$ cat src/rtl/branch_target_buffer_if.sv
// Fetch-lookup and resolve-update bundle shared by the branch target buffer
// and its caller; master is the pipeline side, slave is the buffer.
interface branch_target_buffer_if #(
  parameter int ADDR_W = 32
);
  logic [ADDR_W-1:0] fetch_pc;
  logic              hit;
  logic              pred_taken;
  logic [ADDR_W-1:0] pred_target;
  logic              upd_en;
  logic [ADDR_W-1:0] upd_pc;
  logic              upd_taken;
  logic [ADDR_W-1:0] upd_target;
  logic              upd_is_jump;
  logic              flush;

  modport master (
    output fetch_pc, upd_en, upd_pc, upd_taken, upd_target, upd_is_jump, flush,
    input  hit, pred_taken, pred_target
  );

  modport slave (
    input  fetch_pc, upd_en, upd_pc, upd_taken, upd_target, upd_is_jump, flush,
    output hit, pred_taken, pred_target
  );
endinterface

$ cat src/rtl/branch_target_buffer.sv
// Direct-mapped branch target buffer with 2-bit direction counters and
// zero-latency lookup. Define BTB_STATS_EN to add lookup/hit/mispredict counters.
module branch_target_buffer #(
  parameter int DEPTH  = 16,
  parameter int ADDR_W = 32
) (
  input  logic                   CLK,
  input  logic                   nRST,
  branch_target_buffer_if.slave  bus
`ifdef BTB_STATS_EN
  ,
  output logic [31:0]            lookup_cnt,
  output logic [31:0]            hit_cnt,
  output logic [31:0]            mispred_cnt
`endif
);

  localparam int IDX_W = $clog2(DEPTH);
  localparam int TAG_W = ADDR_W - IDX_W - 2;

  logic [DEPTH-1:0]  valid_q, valid_d;
  logic [DEPTH-1:0]  jump_q, jump_d;
  logic [TAG_W-1:0]  tag_q [DEPTH];
  logic [TAG_W-1:0]  tag_d [DEPTH];
  logic [ADDR_W-1:0] target_q [DEPTH];
  logic [ADDR_W-1:0] target_d [DEPTH];
  logic [1:0]        ctr_q [DEPTH];
  logic [1:0]        ctr_d [DEPTH];

  logic [IDX_W-1:0]  f_idx, u_idx;
  logic [TAG_W-1:0]  f_tag, u_tag;
  logic              f_hit, f_taken, u_hit;
  logic [1:0]        unused_upd_lsb;

  assign f_idx = bus.fetch_pc[IDX_W+1:2];
  assign f_tag = bus.fetch_pc[ADDR_W-1:IDX_W+2];
  assign u_idx = bus.upd_pc[IDX_W+1:2];
  assign u_tag = bus.upd_pc[ADDR_W-1:IDX_W+2];
  assign unused_upd_lsb = bus.upd_pc[1:0];

  // Lookup reads only registered state, so a same-cycle update is seen next cycle
  assign f_hit   = valid_q[f_idx] && (tag_q[f_idx] == f_tag);
  assign f_taken = f_hit && (jump_q[f_idx] || ctr_q[f_idx][1]);
  assign u_hit   = valid_q[u_idx] && (tag_q[u_idx] == u_tag);

  assign bus.hit         = f_hit;
  assign bus.pred_taken  = f_taken;
  assign bus.pred_target = f_taken ? target_q[f_idx] : bus.fetch_pc + ADDR_W'(4);

  always_comb begin
    valid_d  = valid_q;
    jump_d   = jump_q;
    tag_d    = tag_q;
    target_d = target_q;
    ctr_d    = ctr_q;
    if (bus.flush) begin
      valid_d = '0;
    end else if (bus.upd_en) begin
      if (u_hit) begin
        if (bus.upd_taken) begin
          if (ctr_q[u_idx] != 2'b11) ctr_d[u_idx] = ctr_q[u_idx] + 2'd1;
          target_d[u_idx] = bus.upd_target;
          jump_d[u_idx]   = bus.upd_is_jump;
        end else if (ctr_q[u_idx] != 2'b00) begin
          ctr_d[u_idx] = ctr_q[u_idx] - 2'd1;
        end
      end else if (bus.upd_taken) begin
        // Allocation only on taken outcomes; new conditional entries start weakly taken
        valid_d[u_idx]  = 1'b1;
        tag_d[u_idx]    = u_tag;
        target_d[u_idx] = bus.upd_target;
        jump_d[u_idx]   = bus.upd_is_jump;
        ctr_d[u_idx]    = bus.upd_is_jump ? 2'b11 : 2'b10;
      end
    end
  end

  always_ff @(posedge CLK or negedge nRST) begin
    if (!nRST) begin
      valid_q  <= '0;
      jump_q   <= '0;
      tag_q    <= '{default: '0};
      target_q <= '{default: '0};
      ctr_q    <= '{default: '0};
    end else begin
      valid_q  <= valid_d;
      jump_q   <= jump_d;
      tag_q    <= tag_d;
      target_q <= target_d;
      ctr_q    <= ctr_d;
    end
  end

`ifdef BTB_STATS_EN
  logic [31:0] lookup_cnt_q, lookup_cnt_d;
  logic [31:0] hit_cnt_q, hit_cnt_d;
  logic [31:0] mispred_cnt_q, mispred_cnt_d;
  logic        u_pred, mispred;

  // Mispredict compares the resolved outcome with what the table held before this edge
  assign u_pred  = u_hit && (jump_q[u_idx] || ctr_q[u_idx][1]);
  assign mispred = (u_pred != bus.upd_taken) ||
                   (bus.upd_taken && (target_q[u_idx] != bus.upd_target));

  always_comb begin
    lookup_cnt_d  = lookup_cnt_q;
    hit_cnt_d     = hit_cnt_q;
    mispred_cnt_d = mispred_cnt_q;
    if (!bus.flush) begin
      lookup_cnt_d = lookup_cnt_q + 32'd1;
      if (f_hit) hit_cnt_d = hit_cnt_q + 32'd1;
      if (bus.upd_en && mispred) mispred_cnt_d = mispred_cnt_q + 32'd1;
    end
  end

  always_ff @(posedge CLK or negedge nRST) begin
    if (!nRST) begin
      lookup_cnt_q  <= '0;
      hit_cnt_q     <= '0;
      mispred_cnt_q <= '0;
    end else begin
      lookup_cnt_q  <= lookup_cnt_d;
      hit_cnt_q     <= hit_cnt_d;
      mispred_cnt_q <= mispred_cnt_d;
    end
  end

  assign lookup_cnt  = lookup_cnt_q;
  assign hit_cnt     = hit_cnt_q;
  assign mispred_cnt = mispred_cnt_q;
`endif

endmodule

$ cat src/flat_wrapper.sv
// flat-port wrapper written by rule: the top's interface ports become plain ports
module branch_target_buffer_flat 
#(
  parameter int DEPTH  = 16,
  parameter int ADDR_W = 32
)
  (CLK, nRST, bus_fetch_pc, bus_upd_en, bus_upd_pc, bus_upd_taken, bus_upd_target, bus_upd_is_jump, bus_flush, bus_hit, bus_pred_taken, bus_pred_target);
  branch_target_buffer_if #(.ADDR_W(ADDR_W)) bus_i ();
  input  logic CLK;
  input  logic nRST;
  input wire logic [$bits(bus_i.fetch_pc)-1:0] bus_fetch_pc;
  input wire logic [$bits(bus_i.upd_en)-1:0] bus_upd_en;
  input wire logic [$bits(bus_i.upd_pc)-1:0] bus_upd_pc;
  input wire logic [$bits(bus_i.upd_taken)-1:0] bus_upd_taken;
  input wire logic [$bits(bus_i.upd_target)-1:0] bus_upd_target;
  input wire logic [$bits(bus_i.upd_is_jump)-1:0] bus_upd_is_jump;
  input wire logic [$bits(bus_i.flush)-1:0] bus_flush;
  output wire logic [$bits(bus_i.hit)-1:0] bus_hit;
  output wire logic [$bits(bus_i.pred_taken)-1:0] bus_pred_taken;
  output wire logic [$bits(bus_i.pred_target)-1:0] bus_pred_target;
  assign bus_i.fetch_pc = bus_fetch_pc;
  assign bus_i.upd_en = bus_upd_en;
  assign bus_i.upd_pc = bus_upd_pc;
  assign bus_i.upd_taken = bus_upd_taken;
  assign bus_i.upd_target = bus_upd_target;
  assign bus_i.upd_is_jump = bus_upd_is_jump;
  assign bus_i.flush = bus_flush;
  assign bus_hit = bus_i.hit;
  assign bus_pred_taken = bus_i.pred_taken;
  assign bus_pred_target = bus_i.pred_target;
  branch_target_buffer #(.DEPTH(DEPTH), .ADDR_W(ADDR_W)) u_core (.CLK(CLK), .nRST(nRST), .bus(bus_i));
endmodule
$ cat config.mk
export PLATFORM = sky130hd
export DESIGN_NAME = branch_target_buffer_flat
export DESIGN_NICKNAME = d
export VERILOG_FILES = /design/src/rtl/branch_target_buffer_if.sv /design/src/rtl/branch_target_buffer.sv /design/src/flat_wrapper.sv
export SDC_FILE = /design/constraint.sdc
export NUM_CORES = 2
export LEC_CHECK = 0
export CORE_AREA = 2 2 371 373
export CTS_CLUSTER_SIZE = 16
export DETAILED_ROUTE_END_ITERATION = 10
export DIE_AREA = 0 0 373 375
export PLACE_DENSITY = 0.64
export SLEW_MARGIN = 10
export SYNTH_ARGS = -nofsm -noshare
export SYNTH_HDL_FRONTEND = slang
export SYNTH_SLANG_ARGS = --single-unit
$ cat constraint.sdc
create_clock -name CLK -period 11.8 [get_ports CLK]
set_input_delay 2.36 -clock CLK [delete_from_list [all_inputs] [get_ports CLK]]
set_output_delay 2.36 -clock CLK [all_outputs]
set_load 0.03 [all_outputs]
# Yosys cells after proc, flatten, opt, wreduce, memory -nomap -nowiden
# Index checks and enable logic that the tools add are counted.
# word_totals
regBits,992
out_inout_bits,34
word_cells,130
# classes
addsub,3
n_lt_le_gt_ge,6
eq_ne,5
mux,46
n_bitwise,5
n_reduce_logical,15
# op_table
cell,count
512-bit bitwise mux,1
416-bit bitwise mux,1
32-bit 2-to-1 mux,9
26-bit binary-select mux with 4-bit select,2
26-bit 2-to-1 mux,5
32-bit binary-select mux with 4-bit select,1
32-bit demux with 4-bit select,1
26-bit demux with 4-bit select,1
32-bit bitwise mux,3
16-bit 2-to-1 mux,4
26-bit == test,2
32-bit by 3-bit adder with 32-bit output (second input constant),1
2-bit binary-select mux with 4-bit select,2
16-bit bitwise mux,1
16-bit bitwise OR,1
1-bit binary-select mux with 4-bit select,3
5-bit greater-or-equal comparator (second input constant),2
4-bit by 5-bit less-than comparator with 1-bit output (second input constant),2
2-bit 2-to-1 mux,5
4-bit NOT with 5-bit output,2
2-bit nonzero test,5
2-bit demux with 4-bit select,1
3-bit AND reduction,2
1-bit logical AND,5
12 further kinds,18

# Logic depth before layout (Yosys ltp)
# logic_depth
word_depth,9
mapped_depth,16
depth_no_buf,9

# Worst setup path before layout
# Ideal clock, no wire load.
# synth_path
path_kind,in2out
startpoint,in bus_fetch_pc[2]
endpoint,out bus_pred_taken
arrival_ns,6.604
required_time_ns,9.440
path_slack_ns,2.836
cell_stages,14
path_buffers,6
cell_sequence,buf_2 > buf_4 > buf_4 > buf_4 > buf_4 > buf_4 > mux4_2 > a211oi_1 > a21oi_1 > nor2b_1 > nand4bb_1 > or3_1 > nor4_1 > nor2b_1
# synth_via
elab_chain_cells,7
elab_cells_between_ends,15
cone_classes,eq/ne (1); mux (10); bitwise (1); reduce/logical (3)
# synth_lines
element,line_no,source
from (decl),flat_wrapper.sv:11,input wire logic [$bits(bus_i.fetch_pc)-1:0] bus_fetch_pc;
4-bit NOT with 5-bit output (not written as such),branch_target_buffer.sv:42,assign f_hit = valid_q[f_idx] && (tag_q[f_idx] == f_tag);
26-bit binary-select mux with 4-bit select,branch_target_buffer.sv:42,
26-bit 2-to-1 mux (not written as such) (2 in series),branch_target_buffer.sv:42,
26-bit == test,branch_target_buffer.sv:42,
1-bit logical AND (*),branch_target_buffer.sv:42,
net bus_hit,flat_wrapper.sv:18,output wire logic [$bits(bus_i.hit)-1:0] bus_hit;
1-bit logical AND (*),branch_target_buffer.sv:43,assign f_taken = f_hit && (jump_q[f_idx] || ctr_q[f_idx][1]);
to (decl),flat_wrapper.sv:19,output wire logic [$bits(bus_i.pred_taken)-1:0] bus_pred_taken;
# The timed path passes the listed nets; every way through them passes the cells marked *. The select of a mux whose other input is x is not followed.

# Final worst setup path
# layout_path
startpoint,in bus_fetch_pc[2]
endpoint,out bus_pred_target[11]
# layout_via
elab_chain_cells,8
elab_cells_between_ends,20
cone_classes,add/sub (1); eq/ne (1); mux (14); bitwise (1); reduce/logical (3)
# layout_lines
element,line_no,source
4-bit NOT with 5-bit output (not written as such),"branch_target_buffer.sv:42, branch_target_buffer.sv:43, branch_target_buffer.sv:48",
26-bit binary-select mux with 4-bit select,branch_target_buffer.sv:42,
26-bit 2-to-1 mux (not written as such) (2 in series),branch_target_buffer.sv:42,
26-bit == test,branch_target_buffer.sv:42,
1-bit logical AND,branch_target_buffer.sv:42,
1-bit logical AND,branch_target_buffer.sv:43,
32-bit 2-to-1 mux (*),branch_target_buffer.sv:48,assign bus.pred_target = f_taken ? target_q[f_idx] : bus.fetch_pc + ADDR_W'(4);
to (decl),flat_wrapper.sv:20,output wire logic [$bits(bus_i.pred_target)-1:0] bus_pred_target;
# Mark *: on every way between the ends. The rest lies on a longest branch, timed or not. The select of a mux whose other input is x is not followed.

==> run_results.csv <==
group,metric,value,unit
run_status,status,"complete, no violations",
place,hpwl,87320,µm
logic_synthesis,synthFlopType,"dfrtp_1",
sta,max-slew-margin-rel,13.96,%
worst_setup_path,endpoint,"bus_pred_target[11]",
worst_setup_path,path_delay_family,"buffers and inverters",
worst_setup_path,reg2reg_to,"u_core.tag_q[339]$_DFFE_PN0P_",
die,dieArea,139900,µm²
cells_and_area,fin_area,56780,µm²
place,dp_slack,1930,ps
die,die_w,373,µm
route,wl_per_cell,28.01,µm
clock_tree,cts_buffers,104,
clock_tree,cts_hold_buf,0,
global_routing,grt_usage,20.80,%
route,drc_errors,0,
worst_setup_path,arrival,7540,ps
clock_tree,clkSlewWorstSetupHoldPaths,60,ps
logic_synthesis,async_flop_share,100.0,%
worst_setup_path,crit_chain,"buf_8 -> mux4_2 -> nor2b_1 -> a211oi_1 -> a21oi_1 -> xnor2_1 -> or4_1 -> or4bb_1 -> nor4_4 -> buf_4 -> mux2_1 -> clkdlybuf4s50_1",
die,core,136300,µm²
clock_tree,cts_buffer_depth,3,
worst_setup_path,path_buf_inv,3,
worst_setup_path,cp.depth,12,
place,numPortBuffers,133,
sta,worstMarginPinSlew,1291,ps
route,vias_per_cell,5.848,
worst_setup_path,crit_start,"bus_fetch_pc[2]",
logic_synthesis,synth_area,50020,µm²
job,maxCapViolations,0,
route,firstDrtPassIters,8,
sta,fin_crit,9904,ps
worst_setup_path,slowest_delay,640,ps
logic_synthesis,yosys_register_bits,992,
worst_setup_path,cp.required,9440,ps
cells_and_area,areaGrowthSynthToFinish,13.52,%
global_routing,grt_start_max_net_pins,151,
sta,setup_ws,1896,ps
place,place_area,53070,µm²
clock_tree,cts_tree,"built",
sta,setup_viol,0,
worst_setup_path,worstPathMaxFanout,61,
worst_setup_path,critPathKind,"primary input to primary output",
logic_synthesis,synth_enable_flop_cells,0,
logic_synthesis,yosys_warnings,0,
logic_synthesis,synthesis.nets,3410,
die,start_util,36.69,%
power_and_ir_drop,vdd_drop_max,0.0001440,V
logic_synthesis,synth_cells,3305,
sta,post-route-period-util,83.93,%
global_routing,first_global_vias,31680,
cells_and_area,nets,3417,
route,wirelength,145600,µm
sta,worst_clock_skew,44.05,ps
clock_tree,cts_resized,0,
die,pin_count,136,
worst_setup_path,critPathSlowestCell,"clkdlybuf4s50_1",
worst_setup_path,r2r_cells,11,
global_routing,grt_pass1_wl,217600,µm
logic_synthesis,synth_cell_types,59,
worst_setup_path,ff2ff_setup_slack,6710,ps
global_routing,grt_overflow,0,
hold_path,hold_class,"flop to flop",
route,vias,30400,
worst_setup_path,rr_startpoint,"u_core.tag_q[18]$_DFFE_PN0P_",
place,place_congestion,0.8791,
logic_synthesis,synth_top_cell_area_share,49.63,%
logic_synthesis,ys_seq_area_share,49.63,%
route,ant_nets,0,
sta,finalHoldViolCount,0,
sta,grt_setup_unrepaired,"false",
logic_synthesis,synth_largest_area_cell,"dfrtp_1",
sta,fmax,101.0,MHz
die,core.rowCount,136,
logic_synthesis,synth_area_leaders,"dfrtp_1, mux2_2, mux4_2, mux2_1, mux2i_1",
die,fp.dieH,375,µm
sta,slew_viol_final,0,
clock_tree,cts_htree_levels,3,
clock_tree,post_cts.repair.setup_buffers,0,
power_and_ir_drop,p_leak,25.12,nW
power_and_ir_drop,power.density,158.6,nW/µm²
cells_and_area,drive_above_1_share,45.13,%
sta,setup_tns,0,ps
cells_and_area,fillers,12270,
worst_setup_path,endpoint_kind,"primary output",
logic_synthesis,synth.avg_cell_area,15.13,µm²
worst_setup_path,start_kind,"primary input",
clock_tree,insertion_delay,710,ps
route,drtIter0Drc,2699,
clock_tree,ctsRootBufferMaster,"clkbuf_16",
clock_tree,cts.sinks,992,
global_routing,antenna_found_initial,23,
-- layout make-up --
cell class / count / area (µm²) / area share (%)
Antenna cell: 7 / 17.52 / 0.03085
Clock buffer: 157 / 3133 / 5.518
Clock inverter: 34 / 563.0 / 0.9916
Inverter: 35 / 133.9 / 0.2358
Multi-Input combinational cell: 1967 / 23890 / 42.08
Sequential cell: 992 / 24820 / 43.72
Tap cell: 1794 / 2245 / 3.953
Timing Repair Buffer: 212 / 1973 / 3.475
-- cells by family after synthesis --
group                      count (synthesis)  synth area share [%]
AOI/OAI and AO/OA                        235                 2.927
xor gates and xnor gates                  83                 1.453
adders and majority gates                  3               0.07506
buffers and inverters                    346                 2.962
DFF                                      992                 49.63
muxes                                   1439                 40.73
and+or+nand+nor                          207                 2.219
-- report_power, final --
part	total, W	internal [W]	switching [W]
logic	0.00138	0.000777	0.000601
clock network	0.00351	0.00208	0.00143
registers	0.00412	0.00385	0.000268
-- through the flow --
stage | total power (W) | utilization (%) | hold WS, ps | instances
after global routing | 0.009369 | 41.64 | 505.0 | 5191
final | 0.009008 | 41.66 | 483.3 | 5198
after detailed placement | 0.005553 | 38.93 | 470.0 | 5000
after CTS | 0.009071 | 41.64 | 484.1 | 5191
after floorplan | 0.005082 | - | 452.4 | 3305
after global placement | 0.005506 | 38.93 | 462.4 | 5000
-- how the worst min path moves through the flow --
stage / from / end / slack [ps] / depth (start not counted)
2_1_floorplan: u_core.ctr_q[10]$_DFFE_PN0P_ / u_core.ctr_q[10]$_DFFE_PN0P_ / 450 / 1
3_3_place_gp: u_core.ctr_q[26]$_DFFE_PN0P_ / u_core.ctr_q[26]$_DFFE_PN0P_ / 460 / 1
3_5_place_dp: u_core.ctr_q[26]$_DFFE_PN0P_ / u_core.ctr_q[26]$_DFFE_PN0P_ / 470 / 1
4_1_cts: u_core.ctr_q[26]$_DFFE_PN0P_ / u_core.ctr_q[26]$_DFFE_PN0P_ / 480 / 1
5_1_grt: u_core.target_q[413]$_DFFE_PN0P_ / u_core.target_q[413]$_DFFE_PN0P_ / 500 / 1
6_report: u_core.ctr_q[10]$_DFFE_PN0P_ / u_core.ctr_q[10]$_DFFE_PN0P_ / 480 / 1
-- worst register-to-register path, stage by stage (launching register included) --
cell	delay, ps
dfrtp_1	400
mux4_2	470
mux2i_1	190
xor2_1	170
nand2_1	110
nor4_1	860
o21a_1	260
and3_2	770
buf_4	350
or2_2	540
buf_4	460
mux2_2	400
-- flip-flops by register name, indices dropped and copies added (netlist names) --
register / count
u_core.tag_q: 416
u_core.jump_q: 16
u_core.target_q: 512
u_core.valid_q: 16
u_core.ctr_q: 32
-- layout by cell type (no fill, tap or decap), types with 4 or more instances in the layout --
cell type / count
clkbuf_1: 21
nor4_1: 10
mux2i_1: 89
and2_1: 5
a22o_1: 7
bufinv_16: 11
diode_2: 7
xor2_1: 23
nand4_1: 12
mux2_2: 854
nor3_1: 18
nand3_1: 18
o211a_1: 11
nor2_1: 25
o21ai_1: 6
clkdlybuf4s50_1: 125
xnor2_1: 60
nand2_1: 32
nand3_4: 5
nand2b_1: 4
o22ai_1: 7
and3_1: 9
nor2_4: 11
o211ai_1: 4
nand2b_2: 11
clkbuf_16: 105
a22oi_1: 16
o21ai_0: 105
buf_4: 77
a211oi_1: 19
dfrtp_1: 992
a21oi_1: 32
clkbuf_8: 31
nor2b_1: 26
inv_1: 33
or2_2: 9
mux2_1: 116
clkinv_2: 11
mux4_2: 380
clkinvlp_4: 5
-- Yosys cell counts (3+ instances only) --
| library cell | instances |
|---|---|
| a211oi_1 | 19 |
| a21oi_1 | 32 |
| a22o_1 | 7 |
| a22oi_1 | 16 |
| a2bb2oi_1 | 3 |
| a31oi_1 | 3 |
| a32oi_1 | 3 |
| and2_1 | 5 |
| and3_1 | 10 |
| buf_1 | 33 |
| buf_2 | 86 |
| buf_4 | 18 |
| clkbuf_1 | 173 |
| dfrtp_1 | 992 |
| ha_1 | 3 |
| inv_1 | 33 |
| mux2_1 | 116 |
| mux2_2 | 854 |
| mux2i_1 | 89 |
| mux4_2 | 380 |
| nand2_1 | 32 |
| nand2b_1 | 15 |
| nand3_1 | 23 |
| nand4_1 | 12 |
| nor2_1 | 36 |
| nor2b_1 | 26 |
| nor3_1 | 18 |
| nor4_1 | 11 |
| o211a_1 | 11 |
| o211ai_1 | 4 |
| o21ai_0 | 105 |
| o21ai_1 | 6 |
| o22ai_1 | 7 |
| or2_2 | 8 |
| xnor2_1 | 60 |
| xor2_1 | 23 |
-- metal layers --
metal	GRT usage, %	share of wire [%]	wire length, µm
met5	0	0.080	116
met4	6.082	2.8	4131
met3	5.049	7.4	10790
met2	31.99	45	65910
met1	29.21	44	64660
No activity file was read; power rests on OpenSTA's default activity.
